### src/rtl/onchip_mem_rr_arbiter.sv
// Two-master round-robin arbiter in front of a single-port on-chip RAM.
// One access is granted per cycle. Read returns are steered back to their
// issuer one cycle after the grant. Out-of-range accesses are absorbed
// (granted but not presented to the RAM) and flagged. Per-master grant
// counters saturate at their maximum value.
module onchip_mem_rr_arbiter #(
  parameter int ADDR_W    = 13,
  parameter int DATA_W    = 32,
  parameter int BE_W      = 4,
  parameter int NUM_WORDS = 6250,
  parameter int CNT_W     = 16
) (
  input  logic              clk,
  input  logic              reset_n,
  input  logic [ADDR_W-1:0] m0_address,
  input  logic [ADDR_W-1:0] m1_address,
  input  logic [BE_W-1:0]   m0_byteenable,
  input  logic [BE_W-1:0]   m1_byteenable,
  input  logic              m0_read,
  input  logic              m1_read,
  input  logic              m0_write,
  input  logic              m1_write,
  input  logic [DATA_W-1:0] m0_writedata,
  input  logic [DATA_W-1:0] m1_writedata,
  output logic              m0_waitrequest,
  output logic              m1_waitrequest,
  output logic [DATA_W-1:0] m0_readdata,
  output logic [DATA_W-1:0] m1_readdata,
  output logic              m0_readdatavalid,
  output logic              m1_readdatavalid,
  output logic [ADDR_W-1:0] mem_address,
  output logic [BE_W-1:0]   mem_byteenable,
  output logic              mem_chipselect,
  output logic              mem_write,
  output logic [DATA_W-1:0] mem_writedata,
  input  logic [DATA_W-1:0] mem_readdata,
  output logic              mem_clken,
  output logic              oor_error,
  input  logic              oor_clear,
  input  logic              stat_clear,
  output logic [CNT_W-1:0]  m0_grant_cnt,
  output logic [CNT_W-1:0]  m1_grant_cnt
);

  typedef enum logic {M0 = 1'b0, M1 = 1'b1} master_e;

  localparam logic [ADDR_W:0]  ADDR_LIMIT = (ADDR_W + 1)'(NUM_WORDS);
  localparam logic [CNT_W-1:0] CNT_MAX    = '1;

  // Arbiter state
  logic    running_q;   // low until the first edge after reset release
  master_e rr_ptr_q;    // master that wins a tie

  // Read-return pipeline stage
  logic    rd_valid_q;
  master_e rd_owner_q;
  logic    rd_oor_q;

  // Arbitration decision and winner's request fields
  logic              req0, req1;
  logic              grant0, grant1, granted;
  master_e           winner;
  logic [ADDR_W-1:0] win_address;
  logic [BE_W-1:0]   win_byteenable;
  logic [DATA_W-1:0] win_writedata;
  logic              win_write, win_read, win_in_range;

  // Pick at most one requester: a lone requester wins, a tie goes to rr_ptr_q.
  always_comb begin
    // NOTE: every signal gets a default before any branch so no path leaves
    // it unassigned; a missing default here would infer a latch.
    req0   = m0_read | m0_write;
    req1   = m1_read | m1_write;
    grant0 = 1'b0;
    grant1 = 1'b0;
    if (running_q) begin
      if (req0 && (!req1 || rr_ptr_q == M0)) begin
        grant0 = 1'b1;
      end else if (req1) begin
        grant1 = 1'b1;
      end
    end
    granted = grant0 | grant1;
    winner  = grant1 ? M1 : M0;
  end

  // Route the winner's request fields and classify the access.
  always_comb begin
    win_address    = (winner == M1) ? m1_address    : m0_address;
    win_byteenable = (winner == M1) ? m1_byteenable : m0_byteenable;
    win_writedata  = (winner == M1) ? m1_writedata  : m0_writedata;
    win_write      = (winner == M1) ? m1_write      : m0_write;
    // A request with both strobes high is a write; its read is ignored.
    win_read       = ((winner == M1) ? m1_read : m0_read) & ~win_write;
    win_in_range   = ({1'b0, win_address} < ADDR_LIMIT);
  end

  // Drive the RAM port; out-of-range grants never select the RAM.
  always_comb begin
    mem_address    = win_address;
    mem_byteenable = win_byteenable;
    mem_writedata  = win_writedata;
    mem_chipselect = granted & win_in_range;
    mem_write      = granted & win_in_range & win_write;
    mem_clken      = running_q;
  end

  // Master-side handshake and steering of the returned read data.
  always_comb begin
    m0_waitrequest   = ~grant0;
    m1_waitrequest   = ~grant1;
    m0_readdatavalid = rd_valid_q & (rd_owner_q == M0);
    m1_readdatavalid = rd_valid_q & (rd_owner_q == M1);
    m0_readdata      = (m0_readdatavalid && !rd_oor_q) ? mem_readdata : '0;
    m1_readdata      = (m1_readdatavalid && !rd_oor_q) ? mem_readdata : '0;
  end

  // Start-up enable and round-robin pointer: after a grant the other master is favoured.
  always_ff @(posedge clk or negedge reset_n) begin
    // NOTE: state registers use non-blocking assignments so every flop samples
    // values from before the edge regardless of statement order.
    if (!reset_n) begin
      running_q <= 1'b0;
      rr_ptr_q  <= M0;
    end else begin
      running_q <= 1'b1;
      if (granted) begin
        rr_ptr_q <= (winner == M0) ? M1 : M0;
      end
    end
  end

  // Read-return stage: capture the owner of a granted read for next cycle's strobe.
  always_ff @(posedge clk or negedge reset_n) begin
    if (!reset_n) begin
      rd_valid_q <= 1'b0;
      rd_owner_q <= M0;
      rd_oor_q   <= 1'b0;
    end else begin
      rd_valid_q <= granted & win_read;
      rd_owner_q <= winner;
      rd_oor_q   <= ~win_in_range;
    end
  end

  // Sticky out-of-range flag; a new violation beats a simultaneous clear.
  always_ff @(posedge clk or negedge reset_n) begin
    if (!reset_n) begin
      oor_error <= 1'b0;
    end else if (granted && !win_in_range) begin
      oor_error <= 1'b1;
    end else if (oor_clear) begin
      oor_error <= 1'b0;
    end
  end

  // Saturating per-master grant counters; stat_clear overrides counting.
  always_ff @(posedge clk or negedge reset_n) begin
    if (!reset_n) begin
      m0_grant_cnt <= '0;
      m1_grant_cnt <= '0;
    end else if (stat_clear) begin
      m0_grant_cnt <= '0;
      m1_grant_cnt <= '0;
    end else begin
      if (grant0 && m0_grant_cnt != CNT_MAX) begin
        m0_grant_cnt <= m0_grant_cnt + 1'b1;
      end
      if (grant1 && m1_grant_cnt != CNT_MAX) begin
        m1_grant_cnt <= m1_grant_cnt + 1'b1;
      end
    end
  end

endmodule

### config.mk
export PLATFORM = sky130hd
export DESIGN_NAME = onchip_mem_rr_arbiter
export DESIGN_NICKNAME = d
export VERILOG_FILES = /design/src/rtl/onchip_mem_rr_arbiter.sv
export SDC_FILE = /design/constraint.sdc
export NUM_CORES = 1
export LEC_CHECK = 0
export BUFFER_PORTS_ARGS = -buffer_cell sky130_fd_sc_hd__buf_2
export CAP_MARGIN = 20
export CORE_AREA = 2 2 112 114
export DETAILED_ROUTE_END_ITERATION = 12
export DIE_AREA = 0 0 114 116
export HOLD_SLACK_MARGIN = 0.15
export PLACE_DENSITY = 0.62
export SKIP_LAST_GASP = 1
export SLEW_MARGIN = 20
export SYNTH_ARGS = -nofsm -noshare
export SYNTH_HDL_FRONTEND = slang
export SYNTH_SLANG_ARGS = --single-unit
### constraint.sdc
create_clock -name clk -period 2.4 [get_ports clk]
set_input_delay 0.48 -clock clk [delete_from_list [all_inputs] [get_ports clk]]
set_output_delay 0.48 -clock clk [all_outputs]
set_load 0.02 [all_outputs]
==> metrics.csv <==
metric,value,unit
status,finished clean,
wire per inst,14.9,um
Max-slew headroom,58.7,%
Yosys cell types,49,
crit path DAT,1820,ps
"top cells by area, synth","dfrtp_1, nand2_1, and2_1, xnor2_1, nor2_1",
static leakage,2.89,nW
Worst Hold End,m1_grant_cnt[1],
residual DRC count,0,
chip width,114,um
RSZ-0062 raised after global routing,no,
reg-to-reg endpoint,m1_grant_cnt[11],
largest net degree at the start of global routing,50,
most common cell in the netlist,nand2_1,
clk buf depth,2,
Nets,876,
via count,4011,
area of the multi-input gates,2070,um^2
CP max FO,27,
Yosys warnings,0,
Pwr per Cell Area,455,nW/um^2
Core Area,11900,um^2
antenna-violating nets left,0,
worst hold path class,input pin to flop,
Async SR Flop Fraction,100,%
Die ar.,13200,um^2
iteration-0 DRC count of the detailed router,249,
# Post-CTS Setup Buffers,0,
max-slew violations,0,
Synthesized Nets,589,
layout cells sized above 1,44.5,%
total track usage,18.1,%
die outline height,116,um
mapped cell area,3150,um^2
Worst Path Required,1920,ps
placement row count,40,
Cells after Synth,449,
grt total ovfl,0,
syn_area_per_cell,7.01,um^2
Critical Setup Path Class,input pin to output port,
initial antenna violation count,6,
port bufs,290,
Tmin final,2300,ps
CTS tree,yes,
post-synth top area cell,dfrtp_1,
setup slack after layout,98.8,ps
Finished Core Util,41.9,%
Top Ports,291,
clock buffers created by TritonCTS,5,
WHS Path Cells,2,
fill cell count,1258,
H-tree depth,2,
worst skew pair latency,280,ps
worst r2r path cells,7,
Root Driver,clkbuf_16,
drt pass-1 iters,4,
Main synth FF type,dfrtp_1,
r2r startpoint,mem_clken,
final hold vios,0,
Worst-Margin Slew,620,ps
CTS sink cnt,38,
crit share post-route,95.9,%
#FFs+latches synth,38,
fmax,0.435,GHz
top cells by instance count after synthesis,"nand2_1, and2_1, dfrtp_1, nor2_1, xnor2_1",
total negative slack,0,ps
Initial Utilization,26.4,%
pre-CTS WS,15.0,ps
hold_sp,stat_clear,
CP Launch Type,input pin,
Reg area,951,um^2
vias in the first global route,3498,
Worst IR Drop VDD,0.259,mV
final setup violation count,0,
Post-Route WL,13200,um
crit end category,output port,
GP Congestion,0.881,
max-cap violation count,0,
post-synth top area share,30.2,%
"setup slack, reg-to-reg",470,ps
number of synthesized flops with an enable pin,0,
"Seq/Total Area, Yosys",30.2,%
first-pass GRT wire length,18800,um
clock slew at reported path FFs,60,ps
Area Growth Syn to Fin,58.4,%
post-DP HPWL,11100,um
Vias/cell,4.51,
Clock Skew,7.23,ps
[sequential cells by signal, indices dropped and copies added (netlist names)]
name and cells:
mem_clken 1, rd_owner_q 1, rd_oor_q 1, m0_grant_cnt 16, rr_ptr_q 1, rd_valid_q 1
oor_error 1, m1_grant_cnt 16
[placed cells by master (no fill, tap or decap), types with 3 or more instances in the layout]
| master | n |
|---|---|
| nand3_1 | 15 |
| dfrtp_1 | 38 |
| nor4_2 | 3 |
| a21oi_1 | 5 |
| and2_1 | 66 |
| nand4_1 | 10 |
| xnor2_1 | 25 |
| and3_1 | 5 |
| nor3_1 | 13 |
| nand2_1 | 158 |
| clkbuf_16 | 5 |
| inv_1 | 4 |
| buf_4 | 10 |
| buf_2 | 290 |
| o21ai_0 | 6 |
| diode_2 | 5 |
| nor2_1 | 33 |
| nor4_1 | 7 |
[cell type report]
class	instances	area share, %
Clock inverter	3	0.803
Antenna cell	5	0.251
Tap cell	147	3.69
Sequential cell	38	19.1
Inverter	5	0.527
Clock buffer	5	2.51
Timing Repair Buffer	303	31.6
Multi-Input combinational cell	383	41.6
[report_power, final]
part           total (mW)  internal [mW]  switching [mW]  leakage (nW)
Combinational       0.843          0.311           0.532          2.29
Clock               0.748          0.486           0.261        0.0836
Sequential          0.677          0.658          0.0189         0.521
Total                2.27           1.46           0.812          2.89
[kinds of logic (layout without fill, tap and decap cells)]
| logic type | after synthesis | count (layout) | share of synthesized area [%] |
|---|---|---|---|
| AOI/OAI and AO/OA | 24 | 24 | 5.05 |
| xor gates and xnor gates | 25 | 25 | 6.95 |
| adders and majority gates | 2 | 2 | 0.794 |
| buffers and inverters | 28 | 316 | 4.57 |
| DFF | 38 | 38 | 30.2 |
| muxes | 2 | 2 | 0.675 |
| other | 1 | 6 | 0.119 |
| and+or+nand+nor | 329 | 329 | 51.6 |
[critical path: stages]
cell	delay (ps)
buf_2	130
o21a_2	230
o21a_2	200
inv_8	180
buf_12	180
nand2_1	70
nand2_1	140
buf_2	200
[metrics by stage]
stage | hold slack [ps] | area (um^2) | power, mW | cells
2_1_floorplan | 184 | 3150 | 1.16 | 449
3_3_place_gp | 450 | 4790 | 1.53 | 875
3_5_place_dp | 451 | 4790 | 1.53 | 875
4_1_cts | 468 | 4960 | 2.29 | 884
5_1_grt | 487 | 4980 | 2.39 | 887
6_report | 463 | 4990 | 2.27 | 889
[how the worst max path moves through the flow]
stage	start	end	slack, ps	cells past startpoint
6_report	m1_write	mem_writedata[3]	100	8
4_1_cts	m0_address[10]	mem_chipselect	10	7
3_5_place_dp	m0_address[10]	mem_chipselect	20	7
5_1_grt	mem_clken	mem_writedata[6]	30	6
3_3_place_gp	m0_address[10]	mem_chipselect	80	7
2_1_floorplan	m1_write	mem_address[10]	250	8
[layer usage]
layer / part of all wire (%) / track usage [%]
met1: 43 / 25.1
met4: 0.95 / 3.58
met2: 45 / 27.2
met3: 10 / 6.69
met5: 0.15 / 0
[repair_timing]
item | in CTS | in global routing
hold buffers | 1 | 0
setup endpoints to repair | 0 | 2
gates resized for setup | 0 | 2
hold endpoints to repair | 9 | 0
(Power assumes the default switching activity.)
